## src/rtl/pfb_mac_out_if.sv

```systemverilog
// AXI-Stream sample bus leaving the PFB MAC output stage.
// master drives data/valid/last, slave drives ready.
interface pfb_mac_out_if #(
    parameter int OUT_W = 16
);
    logic [OUT_W-1:0] tdata;
    logic             tvalid;
    logic             tready;
    logic             tlast;

    modport master (
        output tdata,
        output tvalid,
        output tlast,
        input  tready
    );

    modport slave (
        input  tdata,
        input  tvalid,
        input  tlast,
        output tready
    );
endinterface

```

## src/rtl/pfb_mac_out.sv

```systemverilog
// PFB MAC cascade output: round, saturate, FIFO, AXI-Stream, ce throttle.
// Define PFB_MAC_OUT_CONVERGENT_EN for round-half-to-even.
module pfb_mac_out #(
    parameter int IN_W       = 48,
    parameter int OUT_W      = 16,
    parameter int SHIFT      = 15,
    parameter int NCHAN      = 64,
    parameter int FIFO_DEPTH = 16
) (
    input  logic            clk,
    input  logic            rst,
    input  logic [IN_W-1:0] p,
    input  logic            p_valid,
    output logic            ce,
    pfb_mac_out_if.master   m,
    output logic            ovf,
    input  logic            ovf_clr
);
    localparam int QW = IN_W + 1 - SHIFT;
    localparam int AW = $clog2(FIFO_DEPTH);
    localparam int CW = (NCHAN > 1) ? $clog2(NCHAN) : 1;
    localparam int OW = AW + 2;

    localparam logic [IN_W:0] RND =
        (IN_W+1)'(1) << (SHIFT-1);
    localparam logic [SHIFT-1:0] HALF =
        SHIFT'(1) << (SHIFT-1);
    localparam logic [OUT_W-1:0] POS_MAX =
        {1'b0, {(OUT_W-1){1'b1}}};
    localparam logic [OUT_W-1:0] NEG_MAX =
        {1'b1, {(OUT_W-1){1'b0}}};

    logic accept;
    assign accept = ce & p_valid;

    logic [CW-1:0] chan;
    logic          chan_end;
    assign chan_end = (chan == CW'(NCHAN-1));

    logic add_rnd;
`ifdef PFB_MAC_OUT_CONVERGENT_EN
    assign add_rnd = (p[SHIFT-1:0] != HALF) | p[SHIFT];
`else
    assign add_rnd = 1'b1;
`endif

    logic [IN_W:0] r_next;
    assign r_next = {p[IN_W-1], p} + (add_rnd ? RND : '0);

    logic [IN_W:0] s1_r;
    logic          s1_valid;
    logic          s1_last;

    logic unused_lsb;
    assign unused_lsb = ^s1_r[SHIFT-1:0] ^ ^HALF;

    // Upper bits of q must all match the output sign bit to fit.
    logic [QW-1:0]      q;
    logic [QW-OUT_W:0]  q_top;
    logic               sat_hi;
    logic               sat_lo;
    logic [OUT_W-1:0]   sat_val;
    assign q      = s1_r[IN_W:SHIFT];
    assign q_top  = q[QW-1:OUT_W-1];
    assign sat_hi = ~q[QW-1] & (|q_top);
    assign sat_lo = q[QW-1] & ~(&q_top);

    always_comb begin
        sat_val = q[OUT_W-1:0];
        unique case (1'b1)
            sat_hi:  sat_val = POS_MAX;
            sat_lo:  sat_val = NEG_MAX;
            default: sat_val = q[OUT_W-1:0];
        endcase
    end

    logic [OUT_W-1:0] s2_data;
    logic             s2_valid;
    logic             s2_last;

    always_ff @(posedge clk) begin
        if (rst) begin
            chan     <= '0;
            s1_r     <= '0;
            s1_valid <= 1'b0;
            s1_last  <= 1'b0;
            s2_data  <= '0;
            s2_valid <= 1'b0;
            s2_last  <= 1'b0;
            ovf      <= 1'b0;
        end else begin
            if (accept) begin
                chan <= chan_end ? '0 : chan + CW'(1);
            end
            s1_r     <= r_next;
            s1_valid <= accept;
            s1_last  <= accept & chan_end;
            s2_data  <= sat_val;
            s2_valid <= s1_valid;
            s2_last  <= s1_last;
            if (s1_valid & (sat_hi | sat_lo)) begin
                ovf <= 1'b1;
            end else if (ovf_clr) begin
                ovf <= 1'b0;
            end
        end
    end

    logic [OUT_W:0]  mem [FIFO_DEPTH];
    logic [AW-1:0]   wr_ptr;
    logic [AW-1:0]   rd_ptr;
    logic [AW:0]     count;
    logic [AW:0]     count_next;
    logic [OW-1:0]   occ_next;
    logic            push;
    logic            pop;

    assign push     = s2_valid;
    assign pop      = m.tvalid & m.tready;
    assign m.tvalid = (count != '0);
    assign m.tdata  = m.tvalid ? mem[rd_ptr][OUT_W-1:0] : '0;
    assign m.tlast  = m.tvalid & mem[rd_ptr][OUT_W];

    assign count_next = count + (AW+1)'(push)
                      - (AW+1)'(pop);
    // Next-cycle occupancy: FIFO plus both stage valids after this edge.
    assign occ_next = OW'(count_next) + OW'(accept)
                    + OW'(s1_valid);

    always_ff @(posedge clk) begin
        if (push) begin
            mem[wr_ptr] <= {s2_last, s2_data};
        end
    end

    always_ff @(posedge clk) begin
        if (rst) begin
            wr_ptr <= '0;
            rd_ptr <= '0;
            count  <= '0;
            ce     <= 1'b0;
        end else begin
            if (push) wr_ptr <= wr_ptr + AW'(1);
            if (pop)  rd_ptr <= rd_ptr + AW'(1);
            count <= count_next;
            ce    <= (occ_next < OW'(FIFO_DEPTH-2));
        end
    end
endmodule

```

## src/flat_wrapper.sv

```systemverilog
// flat-port wrapper written by rule: the top's interface ports become plain ports
module pfb_mac_out_flat 
#(
    parameter int IN_W       = 48,
    parameter int OUT_W      = 16,
    parameter int SHIFT      = 15,
    parameter int NCHAN      = 64,
    parameter int FIFO_DEPTH = 16
)
  (clk, rst, p, p_valid, ce, ovf, ovf_clr, m_tdata, m_tvalid, m_tlast, m_tready);
  pfb_mac_out_if #(.OUT_W(OUT_W)) m_i ();
  input  logic clk;
  input  logic rst;
  input  logic [IN_W-1:0] p;
  input  logic p_valid;
  output logic ce;
  output logic ovf;
  input  logic ovf_clr;
  output wire logic [$bits(m_i.tdata)-1:0] m_tdata;
  output wire logic [$bits(m_i.tvalid)-1:0] m_tvalid;
  output wire logic [$bits(m_i.tlast)-1:0] m_tlast;
  input wire logic [$bits(m_i.tready)-1:0] m_tready;
  assign m_tdata = m_i.tdata;
  assign m_tvalid = m_i.tvalid;
  assign m_tlast = m_i.tlast;
  assign m_i.tready = m_tready;
  pfb_mac_out #(.IN_W(IN_W), .OUT_W(OUT_W), .SHIFT(SHIFT), .NCHAN(NCHAN), .FIFO_DEPTH(FIFO_DEPTH)) u_core (.clk(clk), .rst(rst), .p(p), .p_valid(p_valid), .ce(ce), .m(m_i), .ovf(ovf), .ovf_clr(ovf_clr));
endmodule
```

## config.mk

```make
export PLATFORM = sky130hd
export DESIGN_NAME = pfb_mac_out_flat
export DESIGN_NICKNAME = d
export VERILOG_FILES = /design/src/rtl/pfb_mac_out_if.sv /design/src/rtl/pfb_mac_out.sv /design/src/flat_wrapper.sv
export SDC_FILE = /design/constraint.sdc
export NUM_CORES = 1
export LEC_CHECK = 0
export CAP_MARGIN = 0
export CORE_MARGIN = 2
export CORE_UTILIZATION = 30
export DETAILED_ROUTE_END_ITERATION = 8
export GPL_TIMING_DRIVEN = 0
export PLACE_DENSITY_LB_ADDON = 0.2
export SLEW_MARGIN = 10
export SYNTH_ARGS = -nofsm -noshare
export SYNTH_HDL_FRONTEND = slang
export SYNTH_SLANG_ARGS = --single-unit
```

## constraint.sdc

```tcl
create_clock -name clk -period 4.3 [get_ports clk]
set_input_delay 0.43 -clock clk [delete_from_list [all_inputs] [get_ports clk]]
set_output_delay 0.43 -clock clk [all_outputs]
set_load 0.005 [all_outputs]
```

==> results of run 1 <==
==> sequential cells by signal (all words and copies together) (netlist names), named ones only <==
register         flops
u_core.s2_data      16
u_core.wr_ptr        4
u_core.s1_last       1
u_core.s2_last       1
u_core.s1_r         34
u_core.s1_valid      1
u_core.ovf           1
u_core.mem         272
u_core.chan          6
u_core.rd_ptr        4
u_core.ce            1
u_core.push          1
u_core.count         5
==> worst min-delay path by stage <==
stage,to,slack [ns],depth (start not counted)
6_report,u_core.push,0.46,2
5_1_grt,u_core.s2_last,0.49,1
4_1_cts,u_core.push,0.46,2
3_5_place_dp,u_core.push,0.46,2
3_3_place_gp,u_core.s2_data[7],0.46,2
2_1_floorplan,u_core.s2_last,0.41,1
==> logic make-up (layout without fill, tap and decap cells) <==
logic type,after synthesis,in the layout,share of synthesized area
buffers and inverters,54,180,0.01851
AOI/OAI and AO/OA,50,50,0.01969
adders and majority gates,15,15,0.01415
muxes,87,87,0.1403
xor gates and xnor gates,44,44,0.02794
and+or+nand+nor,192,192,0.07258
DFF,351,351,0.7069
==> cells in the final DEF, fill, tap and decap left out, types with 2 or more instances in the layout <==
master,n
mux4_2,85
xnor2_1,14
nand4_1,20
and2_1,31
and2_2,4
a21oi_1,23
clkbuf_1,33
mux2i_1,2
nand3_1,21
o21ai_0,3
and4_1,2
buf_8,3
ha_1,14
nor2_1,58
clkinv_2,4
o211ai_1,2
inv_1,16
nor3_1,4
clkbuf_8,2
o21ai_1,17
nor2b_1,7
xor2_1,30
dfxtp_1,79
clkbuf_16,39
or3_1,4
buf_2,9
nand2_1,22
nor4_1,8
bufinv_16,2
edfxtp_1,272
and3_1,5
clkdlybuf4s50_1,58
clkbuf_2,2
clkinv_1,8
==> routing by layer <==
layer  global-route usage  share of wire  vias to the layer above
met3              0.02589          0.046                       50
li1                     -              -                     3281
met4              0.03492          0.020                        0
met5                    0              0                        -
met2               0.2203           0.47                      153
met1               0.1881           0.46                     3603
==> cell usage after synthesis, types with 2 or more instances <==
| cell type | number | area (um^2) |
|---|---|---|
| o21ai_1 | 17 | 85.08 |
| xnor2_1 | 14 | 122.6 |
| nand2_1 | 22 | 82.58 |
| and2_1 | 35 | 219.0 |
| nand3_1 | 21 | 105.1 |
| xor2_1 | 30 | 262.8 |
| mux2i_1 | 2 | 20.02 |
| buf_8 | 3 | 45.04 |
| dfxtp_1 | 79 | 1582 |
| inv_1 | 16 | 60.06 |
| o211ai_1 | 2 | 15.01 |
| nor3_1 | 4 | 20.02 |
| a21oi_1 | 23 | 115.1 |
| and4_1 | 2 | 17.52 |
| ha_1 | 14 | 175.2 |
| nor2_1 | 58 | 217.7 |
| clkbuf_1 | 22 | 82.58 |
| nand4_1 | 20 | 125.1 |
| buf_1 | 3 | 11.26 |
| and3_1 | 5 | 31.28 |
| edfxtp_1 | 272 | 8168 |
| nor4_1 | 8 | 50.05 |
| mux4_2 | 85 | 1914 |
| nor2b_1 | 7 | 43.79 |
| or3_1 | 4 | 25.02 |
| o21ai_0 | 3 | 15.01 |
| buf_2 | 9 | 45.04 |
==> cell type report <==
type                            instances  area share
Clock buffer                           52     0.06409
Sequential cell                       351      0.5980
Multi-Input combinational cell        388      0.2326
Timing Repair Buffer                   58     0.03561
Buffer                                 38     0.01213
Clock inverter                         16    0.007752
Tap cell                              600     0.04605
Inverter                               16    0.003684
==> power groups by stage <==
stage	clock, mW	combinational (mW)	sequential (mW)
after global routing	3.28	1.75	3.83
after CTS	3.17	1.64	3.82
after floorplan	0	1.05	3.86
final	3.11	1.59	3.82
after detailed placement	0	1.64	3.89
after global placement	0	1.63	3.89
==> metrics by stage <==
stage / setup slack [ns] / std cells / hold WS (ns) / utilization
2_1_floorplan: 1.386 / 793 / 0.4138 / -
3_3_place_gp: 0.5972 / 1451 / 0.4552 / 0.3333
3_5_place_dp: 0.6016 / 1451 / 0.4552 / 0.3334
4_1_cts: 0.03524 / 1519 / 0.4647 / 0.3592
5_1_grt: 0.2425 / 1519 / 0.4869 / 0.3592
6_report: 0.3785 / 1519 / 0.4630 / 0.3592
==> critical path, stage by stage (launching register included) <==
cell and delay [ns]:
dfxtp_1 0.31, clkbuf_1 0.25, buf_2 0.42, clkbuf_2 0.44, mux4_2 0.38, mux4_2 0.54
and2_1 0.19, clkdlybuf4s50_1 0.43
==> results.md, run 1 <==
- Worst-path clk slew: 0.06 ns
- Sequential-to-total area share from yosys stat: 0.7069
- Int Power: 6.416 mW
- Average size of a mapped cell: around 17 um^2
- Post_cts resized: 0
- Die width: around 220 um
- Detail Route Antenna Nets: 0
- Initial cell density of the core: 0.3039
- DR DRC count: 0
- Post-route clock period utilization: 0.9120
- Row Count: slightly below 80
- Filler cells: between 4000 and 5000
- CP Launch Type: flip-flop
- Die Y: 218.4 um
- PwrDens: 522.1 mW/mm^2
- Worst slew pin tran: roughly 1.2 ns
- Hold Path Class: reg2reg
- DR iter-0 viols: between 400 and 500
- Leakage: a little over 5 nW
- Clock sink count: about 350
- Worst Min Path Start: u_core.s1_valid
- Final Hold Viols: 0
- Worst Path Required: between 3 and 4 ns
- Max Buffers Root-to-Sink: 3
- Post-DP HPWL: approximately 20000 um
- Placed instance area: 0.01513 mm^2
- DRT Wirelength: 31930 um
- Reg2Reg Depth: 13
- Final Slew Violations: 0
- End of the critical path: m_tlast
- Synth unique cells: 40
- # hold bufs at CTS: 0
- Clk root buf: clkbuf_16
- Sequential cell area: 0.009749 mm^2
- Post-synth EDFFs: between 200 and 300
- Post-Route Setup TNS: 0 ns
- Share of layout cells above drive strength 1: 0.1687
- Clock share of power: 0.365
- CTS tree: done
- Post-route design area: 0.01630 mm^2
- Vias per cell: between 4 and 5
- P_sw: 2.096 mW
- R2R setup slack: 1.00 ns
- Die area: 0.04771 mm^2
- RSZ-0062 raised after global routing: false
- Mapped Cells: 793
- Layout Skew: 0.01861 ns
- Core area: 0.04538 mm^2
- Crit end category: primary output
- I/O Buffers: 58
- Vias in the first global route: 7524
- Worst Path Arrival: 3.49 ns
- Final net count: 959
- # Post-CTS Setup Buffers: 0
- GPL Wtd Cong: 0.7557
- Setup-failing EPs final: 0
- Total CTS buffers: 38
- Outcome: finished clean
- First-pass GRT wire length: 47710 um
- Sw Share: 0.2462
- Largest net degree at the start of global routing: 18
- Critical Path Fanout Max: 10
- Global route overflow: 0
- Initial antenna violation count: 0
- Slew HR: 0.1671
- Crit Path Class: reg2out
- Synth-to-Final Area Change: 18.20%
- Yosys warning total: 0
- Worst R2R Start: u_core.count[2]
- IO Count: 73
- RR Endpoint: u_core.ce
- H-tree Lvls: 2
- Total track usage: 0.1361
- Post-synth ARST share: 0
- Via count: 7087
- Total power: 8.511 mW
- Share of total power in sequential cells: 0.449
- Combinational Power Share: 0.186
- VDD IR max: 0.0002371 V
- Clock latency on the worst-skew pair: 0.52 ns
- Drt wl/cell: 21.02 um
- # diodes: 0
- Router iterations before antenna repair: 5
- Max-cap viol count: 0
- #FFs+latches synth: 351
- Fmax: 255.0 MHz
- Synthesized Nets: 861
- Area of the mapped netlist: 0.01379 mm^2
- Multi-input logic area: approximately 0.0038 mm^2
- Fin crit period: 3.922 ns
- Top FF cell, synth: edfxtp_1
Power figures use the tool's default switching activity.
==> run 2: changes to the inputs <==
Settings changed: CORE_MARGIN 2 to 1.5, SETUP_SLACK_MARGIN set to 0.02, SKIP_LAST_GASP set to 1.
==> run 2 against run 1 <==
  * Worst setup slack lost 0.20 ns
  * Sequential power barely moved
  * Hold slack improved by 0.0027 ns
  * Clock skew barely moved
  * Cell area is 0.15% lower
  * Global-route usage rose by 0.31 points
  * Maximum frequency shrank 4.8%
  * Critical path type unchanged
==> results.md, run 2 (synthesis results as in run 1) <==
- Outcome: finished clean
- Largest register FFs: 272 (unchanged)
- Initial cell density of the core: 0.3039 (unchanged)
- Fin crit period: 4.118 ns (+0.1967 ns)
- Critical Path Fanout Max: 10 (unchanged)
- Total CTS buffers: 38 (unchanged)
- Vias in the first global route: 7437 (-1.2%)
- Fmax: 242.8 MHz (-4.8%)
- Post-Route Setup TNS: 0 ns (unchanged)
- DR DRC count: 0 (unchanged)
- RSZ-0062 raised after global routing: false
- Final Slew Violations: 0 (unchanged)
- Int Power: 6.352 mW (-0.99%)
- Total track usage: 0.1392 (+0.003067)
- Share of layout cells above drive strength 1: 0.1676 (-0.001088)
- Sw Share: 0.2486 (+0.002431)
- Leakage: 5.175 nW (-0.26%)
- IO Count: 73 (unchanged)
- CTS tree: done
- Clock sink count: 351 (unchanged)
- Combinational Power Share: 0.189 (+0.003)
- Post_cts resized: 0 (unchanged)
- Met1 WL: 14630 um (-1.1%)
- Worst-path clk slew: 0.06 ns (about the same)
- P_sw: 2.102 mW (+0.31%)
- Uppermost layer routed: met4
- Post-DP HPWL: 19620 um (-0.76%)
- DRT Wirelength: 31800 um (-0.41%)
- CP Launch Type: flip-flop
- Layout Skew: 0.01821 ns (-0.0003922 ns)
- Router iterations before antenna repair: 4 (-1)
- Slew HR: 0.1598 (-0.007230)
- Drt wl/cell: 20.94 um (-0.41%)
- I/O Buffers: 58 (unchanged)
- Crit Path Class: reg2out
- # hold bufs at CTS: 0 (unchanged)
- VDD IR max: 0.0002905 V (+23%)
- Die width: 217.4 um (-0.46%)
- Initial antenna violation count: 0 (unchanged)
- Core area: 0.04538 mm^2 (unchanged)
- Final net count: 959 (unchanged)
- Die area: 0.04727 mm^2 (-0.91%)
- Synth-to-Final Area Change: 18.02%
- Worst Path Arrival: 3.69 ns (+0.20 ns)
- Commonest non-fill, non-tap cell in the layout: edfxtp_1
- H-tree Lvls: 2 (unchanged)
- Top flop regs: u_core.mem (272), u_core.s1_r (34), u_core.s2_data (16)
- Detail Route Antenna Nets: 0 (unchanged)
- Row Count: 78 (unchanged)
- Share of total power in sequential cells: 0.452 (+0.003)
- PwrDens: 519.4 mW/mm^2 (-0.52%)
- Via count: 7061 (-0.37%)
- Final Hold Viols: 0 (unchanged)
- Clock share of power: 0.360 (-0.005)
- Hold Path Class: reg2reg
- Worst slew pin tran: 1.260 ns (+0.01084 ns)
- Filler cells: 4286 (-0.21%)
- WL met3: 1221 um (-17%)
- Worst Path Required: 3.87 ns (about the same)
- Global route overflow: 0 (unchanged)
- Metal2 WL: 15430 um (+2.7%)
- Post-route clock period utilization: 0.9577 (+0.04575)
- Vias per cell: 4.648 (-0.37%)
- First-pass GRT wire length: 47830 um (+0.26%)
- Clk root buf: clkbuf_16
- Util after Layout: 0.3587 (-0.0005510)
- Clock latency on the worst-skew pair: 0.54 ns (+0.02 ns)
- Commonest non-fill, non-tap cells in the layout: 272 x edfxtp_1, 85 x mux4_2, 79 x dfxtp_1, 58 x nor2_1, 58 x clkdlybuf4s50_1
- Setup-failing EPs final: 0 (unchanged)
- # Post-CTS Setup Buffers: 0 (unchanged)
- Max Buffers Root-to-Sink: 3 (unchanged)
- Max-cap viol count: 0 (unchanged)
- # diodes: 0 (unchanged)
- Biggest register: u_core.mem
- Die Y: 217.4 um (-0.46%)
- GPL Wtd Cong: 0.7592 (+0.46%)
- Crit end category: primary output
- Largest net degree at the start of global routing: 18 (unchanged)
- DR iter-0 viols: 422 (-14%)
## run 2: cell count changes in the layout (fill, tap and decap cells not counted)
cell	change
buf_1	+2
bufinv_16	-1
clkbuf_1	+3
clkbuf_16	-1
clkbuf_2	-2
clkbuf_8	+1
clkinv_1	-4
clkinv_2	+1
clkinv_8	+1
clkinvlp_4	-1
inv_6	+1
## run 2: final timing paths
kind | start | to | slack [ns] | depth (start not counted)
setup reg to reg | u_core.count[2] | u_core.ce | 0.96 | 13
setup / recovery | flip-flop | m_tlast | 0.18 | 7
hold reg to reg | u_core.s1_last | u_core.s2_last | 0.47 | 1
hold / removal | u_core.s1_last | u_core.s2_last | 0.47 | 1
## run 2: worst max-delay path: stages (launching register included)
cell	delay, ns
dfxtp_1	0.36
clkbuf_1	0.18
buf_2	0.35
buf_1	0.70
mux4_2	0.42
mux4_2	0.52
and2_1	0.18
clkdlybuf4s50_1	0.44
## run 2: stage by stage
| stage | total power [mW] | instances | hold WS, ns | instance area [um^2] | setup WS, ns |
|---|---|---|---|---|---|
| CTS | 8.593 | 1519 | 0.4716 | 16280 | 0.09871 |
| finish | 8.454 | 1519 | 0.4657 | 16280 | 0.1818 |
| global placement | 5.518 | 1451 | 0.4606 | 15120 | 0.6805 |
| detailed placement | 5.539 | 1451 | 0.4617 | 15130 | 0.7000 |
| global route | 8.841 | 1519 | 0.4921 | 16280 | 0.02913 |
| floorplan | 4.911 | 793 | 0.4138 | 13790 | 1.386 |
## run 2: cell type report
cell class | count | area (um^2) | area share
flip-flops and latches | 351 | 9749 | 0.5990
multi-input cells | 388 | 3792 | 0.2330
clock buffers | 55 | 1045 | 0.06419
clock inverters | 13 | 103.9 | 0.006380
well taps | 600 | 750.7 | 0.04612
repair buffers | 58 | 580.6 | 0.03567
plain buffers | 38 | 195.2 | 0.01199
inverters | 16 | 60.06 | 0.003690
## run 2: power groups by stage
stage	combinational, mW	sequential (mW)	clock, mW
after detailed placement	1.65	3.89	0
after global placement	1.63	3.89	0
after global routing	1.75	3.83	3.26
after CTS	1.65	3.82	3.12
final	1.59	3.82	3.04
after floorplan	1.05	3.86	0
## run 2: layer usage
layer  vias to the layer above  track usage
li1                       3283            -
met5                         -            0
met2                       133       0.2311
met1                      3611       0.1890
met4                         0      0.03241
met3                        34      0.02608
